[src/rtl/div_issue_ctrl_if.sv]
// ============================================================================
// Module   : div_issue_ctrl_if
// Desc     : Request, divider-controller and response signals of div_issue_ctrl
// Revision : 1.0 - initial release
// ============================================================================
`default_nettype none

interface div_issue_ctrl_if;
  logic       req_valid;
  logic       req_ready;
  logic [7:0] dividend;
  logic [7:0] divisor;
  logic       start;
  logic [7:0] dividend_q;
  logic [7:0] divisor_q;
  logic       done;
  logic [7:0] rem_hi;
  logic [7:0] rem_lo;
  logic       resp_valid;
  logic       resp_ready;
  logic [7:0] quotient;
  logic [7:0] remainder;
  logic       div_by_zero;
  logic       timeout;

  // Sequencer side
  modport slave (
    input  req_valid, dividend, divisor, done, rem_hi, rem_lo, resp_ready,
    output req_ready, start, dividend_q, divisor_q, resp_valid,
           quotient, remainder, div_by_zero, timeout
  );

  // Requester / divider / consumer side
  modport master (
    output req_valid, dividend, divisor, done, rem_hi, rem_lo, resp_ready,
    input  req_ready, start, dividend_q, divisor_q, resp_valid,
           quotient, remainder, div_by_zero, timeout
  );
endinterface

`default_nettype wire

[src/rtl/div_issue_ctrl.sv]
// ============================================================================
// Module   : div_issue_ctrl
// Desc     : Issues one 8-bit divide to the divider controller, collects the
//            result and hands it downstream. Optional WAIT watchdog is enabled
//            by defining DIV_TIMEOUT_EN.
// Revision : 1.0 - initial release
// ============================================================================
`default_nettype none

module div_issue_ctrl #(
  parameter int REM_SHIFT   = 1,
  parameter int TIMEOUT_CYC = 40
) (
  input  logic             clk,
  input  logic             reset,
  div_issue_ctrl_if.slave  bus
);

  localparam logic [1:0] c_S_IDLE  = 2'd0;
  localparam logic [1:0] c_S_ISSUE = 2'd1;
  localparam logic [1:0] c_S_WAIT  = 2'd2;
  localparam logic [1:0] c_S_RESP  = 2'd3;

  logic [1:0] r_state;
  logic [1:0] w_state_nxt;

  logic       r_start,       w_start_nxt;
  logic       r_resp_valid,  w_resp_valid_nxt;
  logic [7:0] r_quotient,    w_quotient_nxt;
  logic [7:0] r_remainder,   w_remainder_nxt;
  logic       r_div_by_zero, w_div_by_zero_nxt;
  logic       r_timeout,     w_timeout_nxt;
  logic [7:0] r_dividend_q,  w_dividend_q_nxt;
  logic [7:0] r_divisor_q,   w_divisor_q_nxt;

  logic       w_accept;
  logic       w_div_zero;
  logic       w_expired;
  logic [7:0] w_rem_fixed;

  assign bus.req_ready = (r_state == c_S_IDLE);
  assign w_accept      = bus.req_valid && (r_state == c_S_IDLE);
  assign w_div_zero    = (bus.divisor == 8'd0);
  // Restoring division leaves the remainder one position too far left.
  assign w_rem_fixed   = bus.rem_hi >> REM_SHIFT;

`ifdef DIV_TIMEOUT_EN
  localparam int             c_CNT_W    = $clog2(TIMEOUT_CYC + 1);
  localparam logic [c_CNT_W-1:0] c_CNT_LAST = c_CNT_W'(TIMEOUT_CYC - 1);

  logic [c_CNT_W-1:0] r_wait_cnt;

  // Held at zero outside WAIT so every WAIT entry starts a fresh count.
  always_ff @(posedge clk or posedge reset) begin
    if (reset) begin
      r_wait_cnt <= '0;
    end else if (r_state != c_S_WAIT) begin
      r_wait_cnt <= '0;
    end else begin
      r_wait_cnt <= r_wait_cnt + 1'b1;
    end
  end

  assign w_expired = (r_state == c_S_WAIT) && (r_wait_cnt == c_CNT_LAST);
`else
  // No watchdog: always false, WAIT holds until done.
  assign w_expired = (TIMEOUT_CYC < 0);
`endif

  always_ff @(posedge clk or posedge reset) begin
    if (reset) begin
      r_state       <= c_S_IDLE;
      r_start       <= 1'b0;
      r_resp_valid  <= 1'b0;
      r_quotient    <= 8'd0;
      r_remainder   <= 8'd0;
      r_div_by_zero <= 1'b0;
      r_timeout     <= 1'b0;
      r_dividend_q  <= 8'd0;
      r_divisor_q   <= 8'd0;
    end else begin
      r_state       <= w_state_nxt;
      r_start       <= w_start_nxt;
      r_resp_valid  <= w_resp_valid_nxt;
      r_quotient    <= w_quotient_nxt;
      r_remainder   <= w_remainder_nxt;
      r_div_by_zero <= w_div_by_zero_nxt;
      r_timeout     <= w_timeout_nxt;
      r_dividend_q  <= w_dividend_q_nxt;
      r_divisor_q   <= w_divisor_q_nxt;
    end
  end

  always_comb begin
    w_state_nxt = r_state;
    case (r_state)
      c_S_IDLE: begin
        if (w_accept) begin
          w_state_nxt = w_div_zero ? c_S_RESP : c_S_ISSUE;
        end
      end
      c_S_ISSUE: begin
        w_state_nxt = c_S_WAIT;
      end
      c_S_WAIT: begin
        if (bus.done || w_expired) begin
          w_state_nxt = c_S_RESP;
        end
      end
      c_S_RESP: begin
        if (bus.resp_ready) begin
          w_state_nxt = c_S_IDLE;
        end
      end
      default: begin
        w_state_nxt = c_S_IDLE;
      end
    endcase
  end

  always_comb begin
    w_start_nxt       = 1'b0;
    w_resp_valid_nxt  = r_resp_valid;
    w_quotient_nxt    = r_quotient;
    w_remainder_nxt   = r_remainder;
    w_div_by_zero_nxt = r_div_by_zero;
    w_timeout_nxt     = r_timeout;
    w_dividend_q_nxt  = r_dividend_q;
    w_divisor_q_nxt   = r_divisor_q;
    case (r_state)
      c_S_IDLE: begin
        if (w_accept) begin
          w_dividend_q_nxt = bus.dividend;
          w_divisor_q_nxt  = bus.divisor;
          if (w_div_zero) begin
            w_resp_valid_nxt  = 1'b1;
            w_quotient_nxt    = 8'hFF;
            w_remainder_nxt   = bus.dividend;
            w_div_by_zero_nxt = 1'b1;
            w_timeout_nxt     = 1'b0;
          end else begin
            w_start_nxt = 1'b1;
          end
        end
      end
      c_S_WAIT: begin
        // done takes priority over a watchdog expiry in the same cycle.
        if (bus.done) begin
          w_resp_valid_nxt  = 1'b1;
          w_quotient_nxt    = bus.rem_lo;
          w_remainder_nxt   = w_rem_fixed;
          w_div_by_zero_nxt = 1'b0;
          w_timeout_nxt     = 1'b0;
        end else if (w_expired) begin
          w_resp_valid_nxt  = 1'b1;
          w_quotient_nxt    = 8'd0;
          w_remainder_nxt   = 8'd0;
          w_div_by_zero_nxt = 1'b0;
          w_timeout_nxt     = 1'b1;
        end
      end
      c_S_RESP: begin
        if (bus.resp_ready) begin
          w_resp_valid_nxt = 1'b0;
        end
      end
      default: begin
        w_start_nxt = 1'b0;
      end
    endcase
  end

  assign bus.start       = r_start;
  assign bus.resp_valid  = r_resp_valid;
  assign bus.quotient    = r_quotient;
  assign bus.remainder   = r_remainder;
  assign bus.div_by_zero = r_div_by_zero;
  assign bus.timeout     = r_timeout;
  assign bus.dividend_q  = r_dividend_q;
  assign bus.divisor_q   = r_divisor_q;

endmodule

`default_nettype wire

[src/flat_wrapper.sv]
// flat-port wrapper written by rule: the top's interface ports become plain ports
module div_issue_ctrl_flat 
#(
  parameter int REM_SHIFT   = 1,
  parameter int TIMEOUT_CYC = 40
)
  (clk, reset, bus_req_valid, bus_dividend, bus_divisor, bus_done, bus_rem_hi, bus_rem_lo, bus_resp_ready, bus_req_ready, bus_start, bus_dividend_q, bus_divisor_q, bus_resp_valid, bus_quotient, bus_remainder, bus_div_by_zero, bus_timeout);
  div_issue_ctrl_if bus_i ();
  input  logic clk;
  input  logic reset;
  input wire logic [$bits(bus_i.req_valid)-1:0] bus_req_valid;
  input wire logic [$bits(bus_i.dividend)-1:0] bus_dividend;
  input wire logic [$bits(bus_i.divisor)-1:0] bus_divisor;
  input wire logic [$bits(bus_i.done)-1:0] bus_done;
  input wire logic [$bits(bus_i.rem_hi)-1:0] bus_rem_hi;
  input wire logic [$bits(bus_i.rem_lo)-1:0] bus_rem_lo;
  input wire logic [$bits(bus_i.resp_ready)-1:0] bus_resp_ready;
  output wire logic [$bits(bus_i.req_ready)-1:0] bus_req_ready;
  output wire logic [$bits(bus_i.start)-1:0] bus_start;
  output wire logic [$bits(bus_i.dividend_q)-1:0] bus_dividend_q;
  output wire logic [$bits(bus_i.divisor_q)-1:0] bus_divisor_q;
  output wire logic [$bits(bus_i.resp_valid)-1:0] bus_resp_valid;
  output wire logic [$bits(bus_i.quotient)-1:0] bus_quotient;
  output wire logic [$bits(bus_i.remainder)-1:0] bus_remainder;
  output wire logic [$bits(bus_i.div_by_zero)-1:0] bus_div_by_zero;
  output wire logic [$bits(bus_i.timeout)-1:0] bus_timeout;
  assign bus_i.req_valid = bus_req_valid;
  assign bus_i.dividend = bus_dividend;
  assign bus_i.divisor = bus_divisor;
  assign bus_i.done = bus_done;
  assign bus_i.rem_hi = bus_rem_hi;
  assign bus_i.rem_lo = bus_rem_lo;
  assign bus_i.resp_ready = bus_resp_ready;
  assign bus_req_ready = bus_i.req_ready;
  assign bus_start = bus_i.start;
  assign bus_dividend_q = bus_i.dividend_q;
  assign bus_divisor_q = bus_i.divisor_q;
  assign bus_resp_valid = bus_i.resp_valid;
  assign bus_quotient = bus_i.quotient;
  assign bus_remainder = bus_i.remainder;
  assign bus_div_by_zero = bus_i.div_by_zero;
  assign bus_timeout = bus_i.timeout;
  div_issue_ctrl #(.REM_SHIFT(REM_SHIFT), .TIMEOUT_CYC(TIMEOUT_CYC)) u_core (.clk(clk), .reset(reset), .bus(bus_i));
endmodule
[config.mk]
export PLATFORM = sky130hd
export DESIGN_NAME = div_issue_ctrl_flat
export DESIGN_NICKNAME = d
export VERILOG_FILES = /design/src/rtl/div_issue_ctrl_if.sv /design/src/rtl/div_issue_ctrl.sv /design/src/flat_wrapper.sv
export SDC_FILE = /design/constraint.sdc
export NUM_CORES = 1
export LEC_CHECK = 0
export CAP_MARGIN = 15
export CORE_AREA = 2 2 73 75
export CTS_CLUSTER_DIAMETER = 120
export DETAILED_ROUTE_END_ITERATION = 12
export DIE_AREA = 0 0 75 77
export GPL_TIMING_DRIVEN = 0
export PLACE_DENSITY = 0.75
export SLEW_MARGIN = 20
export SYNTH_ARGS = -nofsm -noshare
export SYNTH_HDL_FRONTEND = slang
export SYNTH_SLANG_ARGS = --single-unit
[constraint.sdc]
create_clock -name clk -period 2.6 [get_ports clk]
set_clock_uncertainty 0.1 [all_clocks]
set_input_delay 0.39 -clock clk [delete_from_list [all_inputs] [get_ports clk]]
set_output_delay 0.39 -clock clk [all_outputs]
set_load 0.02 [all_outputs]
# ---- Yosys cells after proc, flatten, opt, wreduce, memory -nomap -nowiden
# Cells that the tools add are included.
dict set report word_totals {
  reg_bits 38
  output_inout_bits 37
  input_bits 37
}
dict set report classes {
  eq_ne 7
  mux 26
  reduce_logical 9
}
# cell count
set ops {}
lappend ops {{$mux W8} 6}
lappend ops {{$pmux W8 S2} 2}
lappend ops {{$mux W1} 10}
lappend ops {{$logic_not A8 Y1} 1}
lappend ops {{$mux W2} 4}
lappend ops {{$pmux W2 S4} 1}
lappend ops {{$reduce_and A5 Y1} 1}
lappend ops {{$eq A2 B2 Y1 const B} 2}
lappend ops {{$ne A2 B1 Y1 const B} 2}
lappend ops {{$ne A2 B2 Y1 const B} 2}
lappend ops {{$pmux W1 S2} 2}
lappend ops {{$reduce_and A4 Y1} 1}
lappend ops {{$pmux W1 S3} 1}
lappend ops {{$reduce_and A3 Y1} 1}
lappend ops {{$reduce_bool A3 Y1} 1}
lappend ops {{$eq A2 B1 Y1 const B} 1}
lappend ops {{$logic_not A2 Y1} 1}
lappend ops {{$reduce_and A2 Y1} 1}
lappend ops {{$reduce_bool A2 Y1} 1}
lappend ops {{$logic_and A1 B1 Y1} 1}

# ---- Longest topological paths before layout
# Gate-level depths: netlist of run 1.
dict set report depth {
  depth_word 4
  mapped_depth 7
  ltp_nobuf 6
}

# ---- Worst setup path after synthesis of run 1
# OpenSTA, ideal clock, no wires.
dict set report synth_path {
  kind {register to register}
  from {register u_core.r_state[0]}
  to {register u_core.r_dividend_q[1] (netlist: u_core.bus.dividend_q[1])}
  path_stages_with_launch 6
  t_required_ps 2375
  t_arrival_ps 1689
  setup_slack_ps 686
  cell_sequence {dfrtp_1 inv_1 ha_1 and2_1 buf_2 mux2_2}
}
dict set report synth_via {
  elab_chain_len 3
}
# item line_no
set synth_lines {}
lappend synth_lines {{from (decl)} div_issue_ctrl.sv:24} ;# logic [1:0] r_state;
lappend synth_lines {{from (signal assigned)} div_issue_ctrl.sv:72} ;# r_state <= c_S_IDLE;
lappend synth_lines {{from (signal assigned)} div_issue_ctrl.sv:82} ;# r_state <= w_state_nxt;
lappend synth_lines {{$logic_not A2 Y1 *} -}
lappend synth_lines {{net bus_req_ready} flat_wrapper.sv:18} ;# output wire logic [$bits(bus_i.req_ready)-1:0] bus_req_ready;
lappend synth_lines {{$logic_and A1 B1 Y1} div_issue_ctrl.sv:42} ;# assign w_accept = bus.req_valid && (r_state == c_S_IDLE);
lappend synth_lines {{$reduce_and A2 Y1 (no line) *} -}
lappend synth_lines {{to (signal assigned)} div_issue_ctrl.sv:89} ;# r_dividend_q <= w_dividend_q_nxt;
lappend synth_lines {{to (decl)} div_issue_ctrl.sv:33} ;# logic [7:0] r_dividend_q, w_dividend_q_nxt;
# The timed path passes the listed nets; every way through them passes the cells marked *.
# A chain may end at the register's enable or synchronous reset.

# ---- Worst setup path in the final report of run 1
dict set report layout_path {
  from {register u_core.r_state[1]}
  to {output bus_req_ready}
}
dict set report layout_via {
  elab_chain_len 1
}
# item line_no
set layout_lines {}
lappend layout_lines {{$logic_not A2 Y1} div_issue_ctrl.sv:41} ;# assign bus.req_ready = (r_state == c_S_IDLE);
lappend layout_lines {{to (decl)} flat_wrapper.sv:18}
# Every way passes these cells.

==> flow_summary_export.csv, run 1 <==
group,metric,value,unit
route,wl_met3,306,um
cells_and_area,layout.nets,246,
synthesis,synth.avg_cell_area,13.4,um2
worst_setup_path,start_kind,"register",
synthesis,synthCells,125,
route,ant_nets,0,
job,max-cap-violations,0,
power_and_ir_drop,leakage,1.05,nW
placed_design,numPortBuffers,71,
synthesis,ys_ff_latch,37,
cts,cts-resized-gates,0,
cts,clock_sinks,37,
worst_hold_path,hp-class,"input pin to async pin",
timing,grt_setup_unrepaired,"false",
cells_and_area,drive_gt1_share,18.0,%
timing,fin_ws,0.327,ns
worst_setup_path,path_max_fanout,7,
timing,drv_slew,0,
synthesis,synth.lib_cells_used.distinct,29,
power_and_ir_drop,totalPowerFinal,2.97,mW
route,dr_total_vias,1284,
route,drtIter0Drc,40,
cells_and_area,synthToLayoutAreaGrowth,55.1,%
cts,clkLatencyLatePin,0.29,ns
cts,clockBufferDepth,2,
placed_design,dp_hpwl,2.91,mm
placed_design,place_ws,0.372,ns
floorplan,fp.dieH,77,um
route,avgRoutedWirePerCell,13.9,um
route,wl_met2,1.86,mm
placed_design,place_area,0.00249,mm2
route,wl_met1,1.58,mm
placed_design,gp_congestion,0.774,
grt,antenna_found_initial,0,
cts,cts_hold_buf,0,
floorplan,io-pin-count,74,
synthesis,synth_nets,167,
worst_setup_path,reg2regPathDepth,7,
status,outcome,"completed",
worst_setup_path,crit_type,"register to primary output",
cts,cts_buffers,5,
timing,finalSetupViolations,0,
cells_and_area,n_fill_cell,458,
cts,htreeDepth,2,
cts,cts_tree,"yes",
grt,grt_pass1_vias,1352,
cts,clkTransAtPathRegs,0.07,ns
worst_setup_path,cp.arrival,1.78,ns
worst_setup_path,startpoint,"u_core.r_state[1]",
worst_setup_path,worstReg2RegStart,"u_core.r_state[1]",
grt,gr-total-overflow,0,
floorplan,core,0.00498,mm2
timing,finalCritPeriodShare,87.4,%
cells_and_area,n_antenna_cell,0,
grt,globalRouteTotalUtil,14.2,%
power_and_ir_drop,p_per_area,1150,mW/mm2
synthesis,synth_area,0.00167,mm2
cts,cts_root_buffer,"clkbuf_8",
worst_setup_path,crit_path_end_kind,"primary output",
synthesis,seq_area_frac_synth,55.5,%
floorplan,die_w,75,um
route,route.detailed.drc,0,
floorplan,fp.dieArea,0.00578,mm2
timing,hold_violations,0,
route,first_pass_iters,4,
timing,layout_min_cycle_time,2.27,ns
floorplan,start_util,33.5,%
cts,postCtsSetupBuffers,0,
timing,fin_tns_setup,0,ns
power_and_ir_drop,ir_drop,0.000500,V
grt,grt_max_degree,25,
synthesis,ys_warn_count,0,
route,top_layer_used,"met4",
floorplan,num_rows,26,
timing,fmax,0.440,GHz
cells_and_area,final_area,0.00259,mm2
grt,grt_first_pass_wirelength,6.20,mm
route,vias_per_cell,4.67,
route,wirelength,3.81,mm
worst_setup_path,required,2.11,ns
worst paths after layout:
kind | to | slack (ns)
worst max-delay path | bus_req_ready | 0.33
worst min-delay path | u_core.bus.divisor_q[0] | 0.28
worst max register to register | u_core.bus.remainder[7] | 0.57
worst min register to register | u_core.bus.remainder[4] | 0.38
max in group asynchronous | u_core.bus.remainder[4] | 1.69
min in group clk | u_core.bus.remainder[4] | 0.38
per-layer routing:
metal / GRT usage [%] / vias to the layer above
li1: - / 607
met1: 17.6 / 627
met2: 22.3 / 43
met3: 5.65 / 7
met4: 4.82 / 0
met5: 0 / -
cell usage after synthesis (all sizes together):
master,instances,area (um2)
a31o,1,17.5
inv,6,22.5
a211oi,1,12.5
mux2,16,180
o22a,8,70.1
a41oi,2,43.8
a31oi,2,12.5
nor2,1,3.75
nand2b,1,6.26
o221ai,1,15.0
ha,5,62.6
nor4,2,42.5
a22o,1,8.76
o21ai,9,45.0
a21oi,1,5.00
buf,4,25.0
and2,2,15.0
mux2i,8,80.1
nand2,13,48.8
and3b,1,8.76
conb,1,3.75
dfrtp,37,926
o41ai,1,8.76
nor3,1,5.00
critical path, cell delays in order, from the launching register on:
cell and delay [ns]:
dfrtp_1 0.42, inv_1 0.12, ha_1 0.30, clkdlybuf4s50_1 0.65
cell usage in the layout, fill, tap and decap left out, drive strengths merged, types with 2 or more instances in the layout:
cell            n
clkdlybuf4s50  71
dfrtp          37
mux2           16
nand2          13
o21ai           9
mux2i           8
o22a            8
clkbuf          7
inv             6
ha              5
buf             5
nor4            2
a31oi           2
and2            2
a41oi           2
power by group:
| group | switching [mW] | internal, mW | total, mW |
|---|---|---|---|
| clock network | 0.203 | 0.240 | 0.442 |
| logic | 0.743 | 0.805 | 1.55 |
| registers | 0.136 | 0.845 | 0.981 |
| total | 1.08 | 1.89 | 2.97 |
final cells by class:
| class | count | area, um2 | area share, % |
|---|---|---|---|
| clock buffers | 7 | 96.3 | 3.72 |
| repair buffers | 72 | 731 | 28.2 |
| multi-input cells | 78 | 696 | 26.9 |
| inverters | 6 | 22.5 | 0.870 |
| flip-flops and latches | 37 | 926 | 35.8 |
| plain buffers | 4 | 25.0 | 0.967 |
| well taps | 70 | 87.6 | 3.38 |
| clock inverters | 1 | 5.00 | 0.193 |
through the flow:
stage | std cells | hold slack [ns] | util, %
floorplan | 125 | 0.399 | -
global route | 275 | 0.334 | 52.0
global placement | 266 | 0.362 | 49.6
CTS | 275 | 0.279 | 52.0
finish | 275 | 0.280 | 52.0
detailed placement | 267 | 0.370 | 50.0
registers in the layout (all words and copies together) (netlist names):
signal / flops
u_core.bus.remainder: 8
u_core.bus.start: 1
u_core.r_state: 2
u_core.bus.dividend_q: 8
u_core.bus.resp_valid: 1
u_core.bus.divisor_q: 8
u_core.bus.div_by_zero: 1
u_core.bus.quotient: 8
kinds of logic (layout without fill, tap and decap cells):
| family | count (synthesis) | after routing | synth area share [%] |
|---|---|---|---|
| compound gates | 27 | 27 | 14.3 |
| fa+ha+maj | 5 | 5 | 3.75 |
| buf+inv | 10 | 90 | 2.85 |
| flops | 37 | 37 | 55.5 |
| mux | 24 | 24 | 15.6 |
| other cells | 1 | 1 | 0.225 |
| simple gates | 21 | 21 | 7.80 |
No activity file was read; power rests on OpenSTA's default activity.
==> run 2: changes to the inputs <==
--- a/config.mk
+++ b/config.mk
@@ -8,10 +8,12 @@
 export CAP_MARGIN = 15
 export CORE_AREA = 2 2 73 75
 export CTS_CLUSTER_DIAMETER = 120
+export CTS_CLUSTER_SIZE = 14
 export DETAILED_ROUTE_END_ITERATION = 12
 export DIE_AREA = 0 0 75 77
 export GPL_TIMING_DRIVEN = 0
 export PLACE_DENSITY = 0.75
+export SKIP_LAST_GASP = 1
 export SLEW_MARGIN = 20
 export SYNTH_ARGS = -nofsm -noshare
 export SYNTH_HDL_FRONTEND = slang
==> results of run 2 <==
Same layout as run 1: the final DEF is identical, and so are final timing and power.
==> run 3: changes to the inputs <==
--- a/config.mk
+++ b/config.mk
@@ -6,13 +6,14 @@
 export NUM_CORES = 1
 export LEC_CHECK = 0
 export CAP_MARGIN = 15
-export CORE_AREA = 2 2 73 75
+export CORE_AREA = 3 3 74 76
 export CTS_CLUSTER_DIAMETER = 120
 export CTS_CLUSTER_SIZE = 14
 export DETAILED_ROUTE_END_ITERATION = 12
-export DIE_AREA = 0 0 75 77
+export DIE_AREA = 0 0 77 79
 export GPL_TIMING_DRIVEN = 0
 export PLACE_DENSITY = 0.75
+export SETUP_SLACK_MARGIN = 0.5
 export SKIP_LAST_GASP = 1
 export SLEW_MARGIN = 20
 export SYNTH_ARGS = -nofsm -noshare
==> flow_summary_export.csv, run 3 (same netlist as run 1, synthesis figures left out) <==
group,metric,value,unit
status,outcome,"completed",
route,vias_per_cell,4.59,
placed_design,dp_hpwl,2.98,mm
grt,grt_pass1_vias,1319,
cells_and_area,n_antenna_cell,0,
cells_and_area,layout.nets,246,
grt,grt_first_pass_wirelength,6.53,mm
job,max-cap-violations,0,
power_and_ir_drop,totalPowerFinal,2.92,mW
grt,grt_max_degree,25,
cells_and_area,n_fill_cell,420,
floorplan,fp.dieArea,0.00608,mm2
timing,hold_violations,0,
grt,antenna_found_initial,0,
worst_setup_path,timing.rr.end,"u_core.bus.dividend_q[2]",
timing,fin_tns_setup,0,ns
cts,clkLatencyLatePin,0.28,ns
worst_setup_path,worst-path-buf-inv,2,
worst_setup_path,critical_path.top_delay_family,"buffers and inverters",
timing,fin_ws,0.630,ns
cts,clockBufferDepth,2,
route,avgRoutedWirePerCell,14.4,um
route,drtIter0Drc,41,
worst_setup_path,crit_type,"register to register",
cells_and_area,layout_common_cells,"clkdlybuf4s50_1 (70), dfrtp_1 (37), mux2_2 (15), nand2_1 (13)",
worst_setup_path,path_max_fanout,10,
floorplan,die_w,77,um
cts,cts_hold_buf,0,
floorplan,start_util,34.9,%
worst_setup_path,cp.arrival,2.04,ns
grt,gr-total-overflow,0,
cts,clkTransAtPathRegs,0.07,ns
cells_and_area,synthToLayoutAreaGrowth,53.8,%
power_and_ir_drop,p_per_area,1140,mW/mm2
cells_and_area,drive_gt1_share,18.0,%
cts,cts_buffers,5,
cts,cts_tree,"yes",
worst_hold_path,hp-class,"input pin to async pin",
cts,clock_sinks,37,
placed_design,gp_congestion,0.715,
placed_design,place_ws,0.343,ns
route,ant_nets,0,
cts,htreeDepth,2,
route,dr_total_vias,1248,
floorplan,core,0.00479,mm2
route,first_pass_iters,3,
timing,drv_slew,0,
worst_setup_path,cp_slowest_stage_delay,0.40,ns
timing,finalCritPeriodShare,75.8,%
cts,cts_root_buffer,"clkbuf_8",
worst_setup_path,worstReg2RegStart,"u_core.r_state[0]",
cts,postCtsSetupBuffers,0,
floorplan,num_rows,25,
worst_setup_path,reg2regPathDepth,5,
timing,grt_setup_unrepaired,"true",
worst_setup_path,start_kind,"register",
worst_setup_path,cp_cell_sequence,"inv_1 > ha_2 > and2_1 > buf_2 > mux2_2",
timing,fmax,0.508,GHz
floorplan,fp.dieH,79,um
cells_and_area,final_core_util,53.6,%
grt,globalRouteTotalUtil,13.7,%
timing,finalSetupViolations,0,
worst_setup_path,r2r_slack,0.63,ns
worst_setup_path,required,2.67,ns
power_and_ir_drop,ir_drop,0.000597,V
worst_setup_path,critPathSlowestCell,"dfrtp_1",
placed_design,numPortBuffers,71,
cells_and_area,final_common_cell,"clkdlybuf4s50_1",
timing,layout_min_cycle_time,1.97,ns
power_and_ir_drop,leakage,1.05,nW
worst_setup_path,crit_path_end_kind,"register",
route,wirelength,3.91,mm
route,route.detailed.drc,0,
floorplan,io-pin-count,74,
[run 3: cell count changes in the layout (fill, tap and decap cells not counted)]
cell	previous run	this run
dlygate4sd2_1	0	1
ha_1	5	4
clkbuf_1	0	1
ha_2	0	1
clkdlybuf4s50_1	71	70
clkinv_2	1	2
clkbuf_8	7	5
[run 3: area by class of cell]
| class | instances | area [um2] | share of cell area [%] |
|---|---|---|---|
| flip-flops and latches | 37 | 926 | 36.1 |
| repair buffers | 72 | 729 | 28.4 |
| multi-input cells | 78 | 698 | 27.2 |
| well taps | 67 | 83.8 | 3.27 |
| clock buffers | 6 | 72.6 | 2.83 |
| plain buffers | 4 | 25.0 | 0.975 |
| inverters | 6 | 22.5 | 0.877 |
| clock inverters | 2 | 10.0 | 0.390 |
[run 3: report_power, final]
part | switching (mW) | internal [mW]
Clock | 0.199 | 0.186
Combinational | 0.754 | 0.801
Sequential | 0.139 | 0.845
Total | 1.09 | 1.83
[run 3: through the flow]
stage,cell area (um2),hold WS [ns],std cells
2_1_floorplan,1670,0.399,125
4_1_cts,2560,0.276,272
3_5_place_dp,2480,0.368,264
5_1_grt,2570,0.301,272
6_report,2570,0.274,272
3_3_place_gp,2460,0.357,263
[run 3: worst max-delay path by stage]
stage | start | endpoint | slack, ns | cells after the start
floorplan | u_core.r_state[0] | u_core.bus.dividend_q[1] | 0.69 | 5
global placement | bus_divisor[0] | u_core.bus.resp_valid | 0.35 | 5
detailed placement | bus_divisor[0] | u_core.bus.resp_valid | 0.34 | 5
CTS | u_core.r_state[0] | u_core.bus.dividend_q[2] | 0.54 | 5
global route | u_core.r_state[1] | u_core.bus.remainder[0] | 0.47 | 7
finish | u_core.r_state[0] | u_core.bus.dividend_q[2] | 0.63 | 5
[run 3: timing repair]
action	4_1_cts	5_1_grt
resized for setup	1	1
endpoints found under the hold margin	0	0
setup endpoints to repair	1	19
[run 3: layer usage]
metal	wire, um	GRT usage (%)
met4	36	3.74
met3	372	6.46
met2	1760	21.6
met5	0	0
met1	1740	17.0
